`src/rtl/opb_register_bank.sv`:
```
// OPB slave register bank: N_REGS 32-bit user registers plus a control word,
// with optional shadow/commit so several registers can be loaded on one edge.
module opb_register_bank #(
  parameter logic [31:0] C_BASEADDR = 32'h0000_0000,
  parameter logic [31:0] C_HIGHADDR = 32'h0000_00FF,
  parameter int unsigned N_REGS     = 4,
  parameter bit          C_SHADOW   = 1'b0
) (
  input  logic                   OPB_Clk,
  input  logic                   OPB_Rst_n,
  input  logic [0:31]            OPB_ABus,
  input  logic [0:3]             OPB_BE,
  input  logic [0:31]            OPB_DBus,
  input  logic                   OPB_RNW,
  input  logic                   OPB_select,
  input  logic                   OPB_seqAddr,
  output logic [0:31]            Sl_DBus,
  output logic                   Sl_xferAck,
  output logic                   Sl_errAck,
  output logic                   Sl_retry,
  output logic                   Sl_toutSup,
  output logic [N_REGS*32-1:0]   user_data_out,
  output logic [N_REGS-1:0]      user_update
);

  localparam logic [29:0] LP_CTL = 30'(N_REGS);

  logic        r_rst_q;
  logic        r_busy;
  logic        r_ack;
  logic        r_err;
  logic [31:0] r_rdata;
  logic [31:0] r_data   [N_REGS];
  logic [31:0] r_shadow [N_REGS];
  logic [N_REGS-1:0] r_pending;
  logic [N_REGS-1:0] r_update;

  logic [31:0] w_abus, w_wdata, w_off, w_mask, w_rd_reg, w_ctl_rd;
  logic [29:0] w_word;
  logic [N_REGS-1:0] w_sel;
  logic w_hit, w_accept, w_is_ctl, w_is_err, w_wr, w_commit;
  logic w_unused;

  // Buses are [0:31] with bit 0 as MSB, so plain assignment keeps numeric value.
  always_comb begin
    w_abus   = OPB_ABus;
    w_wdata  = OPB_DBus;
    w_off    = w_abus - C_BASEADDR;
    w_word   = w_off[31:2];
    w_hit    = OPB_select && (w_abus >= C_BASEADDR) && (w_abus <= C_HIGHADDR);
    w_accept = w_hit && r_rst_q && !r_busy;
    w_is_ctl = (w_word == LP_CTL);
    w_is_err = (w_word > LP_CTL);
    w_mask   = {{8{OPB_BE[0]}}, {8{OPB_BE[1]}}, {8{OPB_BE[2]}}, {8{OPB_BE[3]}}};
    w_sel    = '0;
    w_rd_reg = '0;
    for (int unsigned i = 0; i < N_REGS; i++) begin
      if (w_word == 30'(i)) begin
        w_sel[i] = 1'b1;
        w_rd_reg = C_SHADOW ? r_shadow[i] : r_data[i];
      end
    end
    w_ctl_rd = '0;
    if (C_SHADOW) begin
      for (int unsigned i = 0; i < N_REGS; i++) w_ctl_rd[31-i] = r_pending[i];
    end
    w_wr     = w_accept && !OPB_RNW && (OPB_BE != '0);
    w_commit = C_SHADOW && w_accept && !OPB_RNW && w_is_ctl && OPB_BE[3] && w_wdata[0];
    w_unused = ^{OPB_seqAddr, w_off[1:0]};
  end

  // Single stage: a hit is first accepted on the second edge after reset release.
  always_ff @(posedge OPB_Clk or negedge OPB_Rst_n) begin
    if (!OPB_Rst_n) r_rst_q <= 1'b0;
    else            r_rst_q <= 1'b1;
  end

  // r_busy holds off re-acceptance until the master drops select.
  always_ff @(posedge OPB_Clk or negedge OPB_Rst_n) begin
    if (!OPB_Rst_n) begin
      r_busy  <= 1'b0;
      r_ack   <= 1'b0;
      r_err   <= 1'b0;
      r_rdata <= '0;
    end else begin
      r_busy  <= OPB_select && (r_busy || w_accept);
      r_ack   <= w_accept;
      r_err   <= w_accept && w_is_err;
      r_rdata <= '0;
      if (w_accept && OPB_RNW) r_rdata <= w_is_ctl ? w_ctl_rd : w_rd_reg;
    end
  end

  always_ff @(posedge OPB_Clk or negedge OPB_Rst_n) begin
    if (!OPB_Rst_n) begin
      for (int unsigned i = 0; i < N_REGS; i++) begin
        r_data[i]   <= '0;
        r_shadow[i] <= '0;
      end
      r_pending <= '0;
      r_update  <= '0;
    end else begin
      r_update <= '0;
      for (int unsigned i = 0; i < N_REGS; i++) begin
        if (w_wr && w_sel[i]) begin
          if (C_SHADOW) begin
            r_shadow[i]  <= (r_shadow[i] & ~w_mask) | (w_wdata & w_mask);
            r_pending[i] <= 1'b1;
          end else begin
            r_data[i]   <= (r_data[i] & ~w_mask) | (w_wdata & w_mask);
            r_update[i] <= 1'b1;
          end
        end
      end
      if (w_commit) begin
        for (int unsigned i = 0; i < N_REGS; i++) begin
          if (r_pending[i]) r_data[i] <= r_shadow[i];
        end
        r_update  <= r_pending;
        r_pending <= '0;
      end
    end
  end

  for (genvar g = 0; g < N_REGS; g++) begin : g_out
    assign user_data_out[32*g +: 32] = r_data[g];
  end

  assign user_update = r_update;
  assign Sl_DBus     = r_rdata;
  assign Sl_xferAck  = r_ack;
  assign Sl_errAck   = r_err;
  assign Sl_retry    = 1'b0;
  assign Sl_toutSup  = 1'b0;

endmodule

```
`config.mk`:
```
export PLATFORM = sky130hd
export DESIGN_NAME = opb_register_bank
export DESIGN_NICKNAME = d
export VERILOG_FILES = /design/src/rtl/opb_register_bank.sv
export SDC_FILE = /design/constraint.sdc
export NUM_CORES = 1
export LEC_CHECK = 0
export CAP_MARGIN = 15
export CORE_MARGIN = 2
export CORE_UTILIZATION = 42
export DETAILED_ROUTE_END_ITERATION = 8
export PLACE_DENSITY_LB_ADDON = 0.1
export SLEW_MARGIN = 5
export SYNTH_ARGS = -nofsm -noshare
export SYNTH_HDL_FRONTEND = slang
export SYNTH_SLANG_ARGS = --single-unit
```
`constraint.sdc`:
```
create_clock -name OPB_Clk -period 1.91 [get_ports OPB_Clk]
set_input_delay 0.382 -clock OPB_Clk [delete_from_list [all_inputs] [get_ports OPB_Clk]]
set_output_delay 0.382 -clock OPB_Clk [all_outputs]
set_load 0.03 [all_outputs]
```
==> Flow_metrics.wiki, run 1 <==
{| class="wikitable"
! Metric !! Value
|-
| Run status || finished, final reports clean
|-
| GPL Wtd Cong || 0.803
|-
| Floorplan die width || between 100 and 150 um
|-
| Largest clock skew in the final design || 10.5 ps
|-
| Post-route total power || between 7000 and 8000 uW
|-
| ANT nets after route || 0
|-
| Largest cells by area after synthesis || sky130_fd_sc_hd__dfrtp_1 58%, sky130_fd_sc_hd__mux2_2 23%, sky130_fd_sc_hd__o22ai_1 2.7%
|-
| Highest fanout seen on the critical path || 3
|-
| Final hold violation count || 0
|-
| Most repeated cell in the gate-level netlist after synthesis || sky130_fd_sc_hd__dfrtp_1
|-
| Post-route DRC violation count || 0
|-
| Ratio of total power to cell area || 643 mW/mm^2
|-
| Top achievable clock speed || 533 MHz
|-
| Async set or reset register ratio after synthesis || 100%
|-
| Clock slew at reported path FFs || ~60 ps
|-
| Family with the most delay on the worst path || buffers and inverters
|-
| Clock buffer count from CTS || 17
|-
| Number of placement rows || 47
|-
| Uppermost signal routing layer after detailed routing || met4
|-
| Primary FF master, synth || sky130_fd_sc_hd__dfrtp_1
|-
| Count of placed standard cells in the final layout, fillers left out || 1,050
|-
| IO Count || 241
|-
| Mapped Cells || 520
|-
| Final Worst Setup Slack || 32.7 ps
|-
| Reg area || 0.00420 mm^2
|-
| Setup repair after global routing missed its margin || yes
|-
| Area growth from synthesis to layout || 60.0%
|-
| Synth area leader || sky130_fd_sc_hd__dfrtp_1
|-
| Biggest cell delay along the critical path || just under 700 ps
|-
| Remaining max-slew budget at the tightest pin || a little over three fifths
|-
| Post-synthesis sequential element count || 168
|-
| Buffer levels on the longest clock path || 2
|-
| Kind of critical path || flip-flop to output pin
|-
| Number of levels in the clock H-tree || 4
|-
| Avg Synthesized Cell Area || between 10 and 15 um^2
|-
| Number of synthesized flops with an enable pin || 0
|-
| Portion of synthesized cell area occupied by the leading cell type || 58.3%
|-
| Pre-CTS WS || -598 ps
|-
| Largest net degree at the start of global routing || 53
|-
| Worst IR drop on VDD || 576 uV
|-
| Max-cap violations || 0
|-
| Via count normalized by instance count || around 5.3
|-
| CTS Sinks || 168
|-
| Number of global-route vias before repair || about 5,800
|-
| Category of the worst setup path launch point || flip-flop
|-
| Clock Root Buffer || sky130_fd_sc_hd__clkbuf_16
|-
| Multi-input gate area || around 0.0032 mm^2
|-
| Worst Hold Class || primary input to flip-flop
|-
| HPWL after detailed placement || 15,200 um
|-
| Share of final-layout standard cells stronger than drive strength 1 || 34.9%
|-
| Final count of pins violating max slew || 0
|-
| Clock Latency Late Sink || ~430 ps
|-
| Via count || about 5,500
|-
| Static leakage || 0.00674 uW
|-
| Mean routed wirelength per cell || 20.7 um
|-
| Crit end category || output pin
|-
| Global route overflow || 0
|-
| Placed Cells || approximately 1,000
|-
| Data arrival time of the critical path || roughly 1500 ps
|-
| Buf/Inv on CP || 1
|-
| Area of the die || 0.0182 mm^2
|-
| Global-route usage over all layers || 24.2%
|-
| Metal3 WL || 1290 um
|-
| Wire length the detailed router placed on met1 || 9310 um
|-
| Number of antenna violations at the first check in global routing || 1
|-
| Post-route clock period utilization || between 90% and 100%
|-
| Effective utilization at floorplan || a little over two fifths
|-
| Final layout net count || 889
|-
| Minimum clock period || 1880 ps
|-
| Worst-margin pin slew || 552 ps
|-
| Sequential element share of the synthesized area || 58.3%
|-
| Global-route wire length before repair || 33,400 um
|-
| Core ar. || 0.0167 mm^2
|-
| Distinct cell type count of the synthesized netlist || 35
|-
| Die Span Y || 135 um
|-
| Commonest cells post-synth || 168 x sky130_fd_sc_hd__dfrtp_1, 150 x sky130_fd_sc_hd__mux2_2, 35 x sky130_fd_sc_hd__nor2_1, 35 x sky130_fd_sc_hd__nor3_1, 31 x sky130_fd_sc_hd__o22ai_1
|-
| Required time of the worst setup path || between 1500 and 2000 ps
|-
| Starting DRT DRC Count || ~190
|-
| Cell chain of the critical path || clkdlybuf4s50_1
|-
| Port-buffer cells || about 240
|-
| Worst-path cell with the longest stage delay || sky130_fd_sc_hd__clkdlybuf4s50_1
|-
| 1st-pass router iterations || 4
|-
| Met2 Routed Length || 10,800 um
|-
| Yosys warning count || 0
|-
| Final-layout fill cell count || 1,187
|-
| Netlist area before placement || 0.00721 mm^2
|-
| Total Wirelength || 21,700 um
|-
| TritonCTS clock tree || yes
|-
| Final number of setup-violating endpoints || 0
|}
-- power by group --
part / leakage, uW / internal (uW) / total [uW] / switching (uW)
registers: 0.00235 / 3560 / 3560 / 0.890
clock network: 0.000285 / 1970 / 3410 / 1440
logic: 0.00411 / 201 / 450 / 249
-- stage by stage --
| stage | util (%) | hold WS [ps] | TNS (ps) | area, um^2 |
|---|---|---|---|---|
| finish | 69.1 | 391 | 0 | 11500 |
| global route | 69.1 | 419 | -159 | 11500 |
| CTS | 67.6 | 409 | -51.7 | 11300 |
| detailed placement | 62.5 | 385 | -86360 | 10400 |
| global placement | 62.5 | 376 | -80590 | 10400 |
| floorplan | - | 86.4 | -7090 | 7260 |
-- area by class of cell --
class / count / share of cell area (%)
Tap cell: 220 / 2.39
Timing Repair Buffer: 299 / 28.3
Clock buffer: 19 / 3.84
Inverter: 1 / 0.0325
Antenna cell: 1 / 0.0217
Clock inverter: 13 / 1.24
Sequential cell: 168 / 36.4
Multi-Input combinational cell: 329 / 27.8
-- cell families (layout without fill, tap and decap cells) --
kind of cell | after synthesis | count (layout) | share of synthesized area, %
other | 2 | 4 | 0.104
buffers and inverters | 24 | 332 | 1.65
AOI/OAI and AO/OA | 36 | 36 | 3.16
muxes | 160 | 160 | 25.4
and+or+nand+nor | 130 | 130 | 11.4
DFF | 168 | 168 | 58.3
-- cell usage in the layout (no fill, tap or decap), types with 15 or more instances in the layout --
cell and instances:
sky130_fd_sc_hd__nor2_1 35, sky130_fd_sc_hd__buf_12 18, sky130_fd_sc_hd__o22ai_1 31, sky130_fd_sc_hd__buf_4 28
sky130_fd_sc_hd__nand2_1 20, sky130_fd_sc_hd__dlygate4sd2_1 41, sky130_fd_sc_hd__clkbuf_16 17, sky130_fd_sc_hd__dfrtp_1 168
sky130_fd_sc_hd__buf_6 15, sky130_fd_sc_hd__dlymetal6s2s_1 71, sky130_fd_sc_hd__nor3_4 16, sky130_fd_sc_hd__nor3_1 32
sky130_fd_sc_hd__mux2_4 67, sky130_fd_sc_hd__mux2_2 93, sky130_fd_sc_hd__clkdlybuf4s50_1 120
-- worst paths after layout --
path                                  start                       end  slack [ps]  cells past startpoint
max in group asynchronous         OPB_Rst_n                 async pin         740                      3
setup reg to reg           r_busy$_DFF_PN0_                 flip-flop          60                      6
min in group asynchronous         OPB_Rst_n      Sl_xferAck$_DFF_PN0_         480                      2
hold reg to reg                   flip-flop                 flip-flop         530                      1
hold / removal                 OPB_ABus[24]  user_update[0]$_DFF_PN0_         390                      4
setup / recovery                  flip-flop         user_data_out[98]          30                      1
-- repair_timing --
action | CTS | global route
pin swaps | 17 | 21
resized for setup | 106 | 86
gates cloned | 1 | 0
endpoints found under the setup margin | 183 | 185
hold endpoints to repair | 46 | 0
hold buffers | 1 | 0
buffers inserted | 2 | 2
-- layer usage --
| layer | global-route usage [%] | vias up |
|---|---|---|
| li1 | - | 2490 |
| met1 | 31.8 | 2807 |
| met4 | 7.58 | 0 |
| met3 | 6.46 | 25 |
| met5 | 0 | - |
| met2 | 39.5 | 193 |
Note: power is estimated with default switching activity, not from simulation.
==> run 2: changes to the inputs <==
--- a/config.mk
+++ b/config.mk
@@ -7,7 +7,7 @@
 export LEC_CHECK = 0
 export CAP_MARGIN = 15
 export CORE_MARGIN = 2
-export CORE_UTILIZATION = 42
+export CORE_UTILIZATION = 50
 export DETAILED_ROUTE_END_ITERATION = 8
 export PLACE_DENSITY_LB_ADDON = 0.1
 export SLEW_MARGIN = 5
==> constraint.sdc (replaced) <==
create_clock -name OPB_Clk -period 2.2 [get_ports OPB_Clk]
set_input_delay 0.44 -clock OPB_Clk [delete_from_list [all_inputs] [get_ports OPB_Clk]]
set_output_delay 0.44 -clock OPB_Clk [all_outputs]
set_load 0.03 [all_outputs]
==> run 2 against run 1 <==
Against the previous run: register-to-register slack better by 180 ps; critical path depth up 6; power down 16%; sequential cell count unchanged; sequential share of layout area up 2.5 points; routed wire length down 5.3%; setup slack better by 40 ps; clock skew down 4.3 ps; sequential power down 13%; first-iteration DRC count up 81%.
==> Flow_metrics.wiki, run 2 (synthesis gave the netlist of run 1 again) <==
{| class="wikitable"
! Metric !! Value
|-
| Run status || finished, final reports clean
|-
| Worst-margin pin slew || 552 ps (-0.107 ps)
|-
| Clock buffer count from CTS || 17 (unchanged)
|-
| CTS Sinks || 168 (unchanged)
|-
| Kind of critical path || primary input to flip-flop
|-
| Hold Path Sink || user_update[2]$_DFF_PN0_
|-
| Setup repair after global routing missed its margin || no
|-
| Worst reg2reg path startpoint || r_busy$_DFF_PN0_
|-
| Crit end category || flip-flop
|-
| Met3 layer usage reported by global route || 6.78% (+0.32 points)
|-
| Category of the worst setup path launch point || primary input
|-
| Biggest cell delay along the critical path || 470 ps (-220 ps)
|-
| Number of levels in the clock H-tree || 4 (unchanged)
|-
| Clock network fraction of total power || 44.5% (-1.4 points)
|-
| Core ar. || 0.0140 mm^2 (-16%)
|-
| FF-to-FF path depth || 6 (unchanged)
|-
| Relative contribution of sequential cells to total power || 49.6% (+1.6 points)
|-
| Internal Pwr Total || 4760 uW (-17%)
|-
| Post-route DRC violation count || 0 (unchanged)
|-
| Final TNS setup || 0 ps (unchanged)
|-
| 1st-pass router iterations || 4 (unchanged)
|-
| Mean routed wirelength per cell || 20.9 um (+0.84%)
|-
| Largest clock skew in the final design || 6.16 ps (-4.29 ps)
|-
| Required time of the worst setup path || 2500 ps (+970 ps)
|-
| Cell chain of the critical path || clkdlybuf4s50_1 -> nor4_4 -> nand4_4 -> buf_12 -> nor3_2 -> buf_4 -> mux2_2
|-
| GR met2 Demand/Resource || 46.2% (+6.7 points)
|-
| Comb power frac || 5.9% (-0.2 points)
|-
| Global-route wire length before repair || 31,400 um (-5.9%)
|-
| Number of placement rows || 43 (-8.5%)
|-
| Area growth from synthesis to layout || 49.6%
|-
| Sw frac || 23.7% (+1.0 points)
|-
| GPL Wtd Cong || 0.840 (+4.6%)
|-
| Buffer levels on the longest clock path || 2 (unchanged)
|-
| Post-CTS Setup Repair Bufs || 0 (-2)
|-
| Global-route usage over all layers || 27.8% (+3.6 points)
|-
| Remaining max-slew budget at the tightest pin || 63.2% (about the same)
|-
| Worst-path cell with the longest stage delay || sky130_fd_sc_hd__clkdlybuf4s50_1
|-
| Minimum clock period || 2130 ps
|-
| Effective utilization at floorplan || 51.6% (+8.4 points)
|-
| Top achievable clock speed || 470 MHz
|-
| Share of final-layout standard cells stronger than drive strength 1 || 32.1% (-2.7 points)
|-
| Data arrival time of the critical path || 2430 ps (+930 ps)
|-
| Net switching power of the design || 1480 uW (-12%)
|-
| Clock Latency Late Sink || 420 ps (about the same)
|-
| Total inserted antenna cells || 0 (-1)
|-
| GRT Max-Usage Layer || met2
|-
| Highest fanout seen on the critical path || 16 (+13)
|-
| Number of global-route vias before repair || 5,708 (-1.1%)
|-
| Port-buffer cells || 235 (unchanged)
|-
| Buf/Inv on CP || 3 (+2)
|-
| Worst Min Path Start || OPB_ABus[29]
|-
| Via count || 5,449 (-1.2%)
|-
| Number of antenna violations at the first check in global routing || 0 (-1)
|-
| Area of the die || 0.0154 mm^2 (-16%)
|-
| Worst IR drop on VDD || 492 uV (-15%)
|-
| Final hold violation count || 0 (unchanged)
|-
| Clock slew at reported path FFs || 60 ps (about the same)
|-
| Die Span Y || 124 um (-8.1%)
|-
| ANT nets after route || 0 (unchanged)
|-
| Family with the most delay on the worst path || buffers and inverters
|-
| GR Layer Usage met1 || 35.0% (+3.2 points)
|-
| IO Count || 241 (unchanged)
|-
| Most frequent cells in the layout || 232 x sky130_fd_sc_hd__clkdlybuf4s50_1, 168 x sky130_fd_sc_hd__dfrtp_1, 150 x sky130_fd_sc_hd__mux2_2, 35 x sky130_fd_sc_hd__nor2_1, 33 x sky130_fd_sc_hd__nor3_1
|-
| Setup slack on the worst flop-to-flop path || 240 ps (+180 ps)
|-
| Worst Hold Slack || 444 ps (+53.8 ps)
|-
| Floorplan die width || 124 um (-8.1%)
|-
| Post-route total power || 6240 uW (-16%)
|-
| Global route overflow || 0 (unchanged)
|-
| Final layout net count || 866 (-2.6%)
|-
| Final number of setup-violating endpoints || 0 (unchanged)
|-
| TritonCTS clock tree || yes
|-
| Final count of pins violating max slew || 0 (unchanged)
|-
| Ratio of total power to cell area || 578 mW/mm^2 (-10%)
|-
| Worst Hold Class || primary input to flip-flop
|-
| Via count normalized by instance count || 5.53 (+5.2%)
|-
| Max-cap violations || 0 (unchanged)
|-
| Clock Root Buffer || sky130_fd_sc_hd__clkbuf_16
|-
| Most common cell after layout, fill and taps aside || sky130_fd_sc_hd__clkdlybuf4s50_1
|-
| Cell count of the worst hold path || 4 (unchanged)
|-
| Starting DRT DRC Count || 341 (+81%)
|-
| Total Wirelength || 20,600 um (-5.3%)
|-
| HPWL after detailed placement || 14,300 um (-6.0%)
|-
| Static leakage || 0.00505 uW (-25%)
|-
| Post-route clock period utilization || 96.7%
|-
| Largest net degree at the start of global routing || 57 (+7.5%)
|}
-- run 2: cell types whose count changed in the layout (fill, tap and decap cells not counted), moves of 6 or more --
cell and delta:
sky130_fd_sc_hd__mux2_4 -59, sky130_fd_sc_hd__buf_4 -6, sky130_fd_sc_hd__dlymetal6s2s_1 -71, sky130_fd_sc_hd__clkdlybuf4s50_1 +112, sky130_fd_sc_hd__mux2_2 +57, sky130_fd_sc_hd__buf_6 -14, sky130_fd_sc_hd__dlygate4sd2_1 -41
-- run 2: worst max path at each step --
stage | from | end | slack, ps | depth (start not counted)
2_1_floorplan | OPB_ABus[24] | flip-flop | 80 | 5
3_3_place_gp | OPB_ABus[24] | flip-flop | -310 | 7
3_5_place_dp | OPB_ABus[17] | flip-flop | -390 | 8
4_1_cts | OPB_ABus[17] | flip-flop | 60 | 8
5_1_grt | OPB_ABus[24] | flip-flop | 5 | 7
6_report | OPB_ABus[24] | flip-flop | 70 | 7
-- run 2: worst min-delay path: stages --
cell,delay (ps)
sky130_fd_sc_hd__buf_2,120
sky130_fd_sc_hd__nor2b_1,130
sky130_fd_sc_hd__nand2_1,90
sky130_fd_sc_hd__nor2_1,40
-- run 2: metrics by stage --
step,cell area (um^2),instances,util (%),worst slack (ps)
global placement,10200,953,72.9,-306
detailed placement,10200,953,72.9,-386
CTS,10800,986,77.0,62.8
global route,10800,986,77.1,4.82
floorplan,7220,521,-,81.7
finish,10800,986,77.1,72.4
-- run 2: layout make-up --
type,instances,area [um^2]
timing repair buffer,276,2880
fill,860,3200
clock buffer,18,439
clock inverter,14,119
multi-input combinational,329,2920
tap,180,225
sequential,168,4200
inverter,1,3.75
-- run 2: timing repair --
item                                    4_1_cts  5_1_grt
endpoints found under the setup margin        0       46
hold endpoints to repair                     21        0
hold buffers                                  1        0
gates resized for setup                       0        4
-- run 2: power by group through the flow --
stage,Combinational [uW],Clock (uW),Sequential [uW]
floorplan,94.4,0,3150
global placement,355,0,3150
detailed placement,365,0,3150
CTS,370,2830,3090
global route,400,2940,3090
finish,370,2780,3090
-- run 2: per-layer routing --
metal  part of all wire [%]  up-vias  wire, um
met2                     50      214     10400
li1                       -     2443         -
met3                    6.5       36      1340
met1                     41     2756      8380
met5                      0        -         0
met4                    2.3        0       474
==> run 3: changes to the inputs <==
--- a/config.mk
+++ b/config.mk
@@ -10,6 +10,7 @@
 export CORE_UTILIZATION = 50
 export DETAILED_ROUTE_END_ITERATION = 8
 export PLACE_DENSITY_LB_ADDON = 0.1
+export SKIP_CTS_REPAIR_TIMING = 1
 export SLEW_MARGIN = 5
 export SYNTH_ARGS = -nofsm -noshare
 export SYNTH_HDL_FRONTEND = slang
==> run 3 against run 2 <==
Against the previous run: combinational power barely moved; cell count fell by 0.10%; count of clock-buffer cells in the layout did not move; hold slack got worse by 440 ps; sequential cell count did not move; cell area barely moved; critical path type unchanged; largest power group unchanged.
==> Flow_metrics.wiki, run 3 (synthesis gave the netlist of run 1 again) <==
{| class="wikitable"
! Metric !! Value
|-
| Effective utilization at floorplan || 51.6% (unchanged)
|-
| Starting DRT DRC Count || 323 (-5.3%)
|-
| Total Wirelength || 20,600 um (about the same)
|-
| Sw frac || 23.7% (about the same)
|-
| Mean routed wirelength per cell || 20.9 um (about the same)
|-
| Area of the die || 0.0154 mm^2 (unchanged)
|-
| Crit end category || flip-flop
|-
| Net switching power of the design || 1480 uW (about the same)
|-
| TritonCTS clock tree || yes
|-
| Number of antenna violations at the first check in global routing || 0 (unchanged)
|-
| Minimum clock period || 2120 ps (-3.80 ps)
|-
| Final hold violation count || 0 (unchanged)
|-
| Worst IR drop on VDD || 491 uV (-0.29%)
|-
| Final Worst Setup Slack || 76.2 ps (+3.80 ps)
|-
| Required time of the worst setup path || 2500 ps (about the same)
|-
| Clock network fraction of total power || 44.5% (about the same)
|-
| Share of final-layout standard cells stronger than drive strength 1 || 32.2% (+0.040 points)
|-
| Max-cap violations || 0 (unchanged)
|-
| Highest fanout seen on the critical path || 16 (unchanged)
|-
| Final number of setup-violating endpoints || 0 (unchanged)
|-
| ANT nets after route || 0 (unchanged)
|-
| Worst-margin pin slew || 547 ps (-5.63 ps)
|-
| Total inserted antenna cells || 0 (unchanged)
|-
| Buffer levels on the longest clock path || 2 (unchanged)
|-
| Clock Latency Late Sink || 420 ps (about the same)
|-
| Data arrival time of the critical path || 2420 ps (about the same)
|-
| 1st-pass router iterations || 5 (+1)
|-
| Global-route wire length before repair || 31,400 um (unchanged)
|-
| Largest clock skew in the final design || 6.52 ps (+0.350 ps)
|-
| Comb power frac || 5.9% (about the same)
|-
| Largest net degree at the start of global routing || 57 (unchanged)
|-
| Final count of pins violating max slew || 0 (unchanged)
|-
| Remaining max-slew budget at the tightest pin || 63.6% (+0.38 points)
|-
| Clock Root Buffer || sky130_fd_sc_hd__clkbuf_16
|-
| Clock buffer count from CTS || 17 (unchanged)
|-
| Number of placement rows || 43 (unchanged)
|-
| FF-to-FF path depth || 6 (unchanged)
|-
| Port-buffer cells || 235 (unchanged)
|-
| Setup repair after global routing missed its margin || no
|-
| Pre-CTS WS || -386 ps (unchanged)
|-
| HPWL after detailed placement || 14,300 um (unchanged)
|-
| Most frequent cells in the layout || 232 x sky130_fd_sc_hd__clkdlybuf4s50_1, 168 x sky130_fd_sc_hd__dfrtp_1, 150 x sky130_fd_sc_hd__mux2_2, 35 x sky130_fd_sc_hd__nor2_1, 33 x sky130_fd_sc_hd__nor3_1
|-
| Worst Hold Class || primary input to async pin
|-
| Global route overflow || 0 (unchanged)
|-
| Number of global-route vias before repair || 5,708 (unchanged)
|-
| Post-detailed-placement cell area || 0.0102 mm^2 (unchanged)
|-
| Post-route clock period utilization || 96.5% (-0.17 points)
|-
| IO Count || 241 (unchanged)
|-
| Post-route DRC violation count || 0 (unchanged)
|-
| Global-route usage over all layers || 27.8% (unchanged)
|-
| Top achievable clock speed || 471 MHz (+0.18%)
|-
| Clock slew at reported path FFs || 60 ps (about the same)
|-
| Relative contribution of sequential cells to total power || 49.6% (about the same)
|-
| Layout Cell Area excl Fill || 0.0108 mm^2 (about the same)
|-
| Via count || 5,444 (-0.092%)
|-
| Core ar. || 0.0140 mm^2 (unchanged)
|-
| Die Span Y || 124 um (unchanged)
|-
| Run status || finished, final reports clean
|-
| Ratio of total power to cell area || 578 mW/mm^2 (about the same)
|-
| Most common cell after layout, fill and taps aside || sky130_fd_sc_hd__clkdlybuf4s50_1
|-
| CTS Sinks || 168 (unchanged)
|-
| Final layout net count || 865 (-0.12%)
|-
| Static leakage || 0.00504 uW (about the same)
|-
| Final-layout fill cell count || 861 (+0.12%)
|-
| Via count normalized by instance count || 5.53 (about the same)
|-
| Internal Pwr Total || 4760 uW (about the same)
|-
| Number of levels in the clock H-tree || 4 (unchanged)
|-
| Category of the worst setup path launch point || primary input
|-
| Floorplan die width || 124 um (unchanged)
|-
| Kind of critical path || primary input to flip-flop
|-
| Area growth from synthesis to layout || 49.4% (about the same)
|-
| GPL Wtd Cong || 0.840 (unchanged)
|}
==> run 3: cell count changes in the layout (fill, tap and decap cells not counted), sizes merged <==
cell | before | now
dlygate4sd3 | 1 | 0
==> run 3: critical path: stages <==
cell,delay [ps]
sky130_fd_sc_hd__clkdlybuf4s50_1,470
sky130_fd_sc_hd__nor4_4,410
sky130_fd_sc_hd__nand4_4,150
sky130_fd_sc_hd__buf_12,200
sky130_fd_sc_hd__nor3_2,160
sky130_fd_sc_hd__buf_4,220
sky130_fd_sc_hd__mux2_2,360
==> run 3: path summary, 6_finish.rpt <==
path | startpoint | endpoint | slack, ps
worst max-delay path | OPB_ABus[24] | flip-flop | 80
worst min-delay path | OPB_Rst_n | Sl_errAck$_DFF_PN0_ | 0.02
worst max register to register | r_busy$_DFF_PN0_ | flip-flop | 240
worst min register to register | r_busy$_DFF_PN0_ | Sl_xferAck$_DFF_PN0_ | 530
max in group asynchronous | OPB_Rst_n | async pin | 1590
min in group OPB_Clk | OPB_ABus[29] | user_update[2]$_DFF_PN0_ | 440
==> run 3: final cells by class <==
| type | count | area, um^2 | area share [%] |
|---|---|---|---|
| repair buffers | 275 | 2870 | 26.6 |
| multi-input cells | 329 | 2920 | 27.1 |
| well taps | 180 | 225 | 2.09 |
| clock inverters | 14 | 119 | 1.10 |
| inverters | 1 | 3.75 | 0.0348 |
| flip-flops and latches | 168 | 4200 | 39.0 |
| clock buffers | 18 | 439 | 4.07 |
==> run 3: through the flow <==
stage	total power, uW	utilization [%]	hold WS [ps]	setup TNS (ps)	instances
4_1_cts	6290	76.9	-5.12	0	985
3_3_place_gp	3500	72.9	444	-40720	953
2_1_floorplan	3240	-	144	0	521
6_report	6240	77.1	0.0202	0	985
5_1_grt	6430	77.1	30.8	0	985
3_5_place_dp	3510	72.9	447	-50020	953
==> run 3: power by group through the flow <==
stage / logic [uW] / registers (uW) / clock network, uW
after floorplan: 94.4 / 3150 / 0
after global placement: 355 / 3150 / 0
after detailed placement: 365 / 3150 / 0
after CTS: 368 / 3090 / 2830
after global routing: 399 / 3090 / 2940
final: 368 / 3090 / 2780
==> run 3: routing by layer <==
layer / vias up / track usage [%] / routed length (um)
met5: - / 0 / 0
met4: 0 / 11.0 / 508
met3: 35 / 6.78 / 1530
met2: 239 / 46.2 / 10300
met1: 2735 / 35.0 / 8240
li1: 2435 / - / -
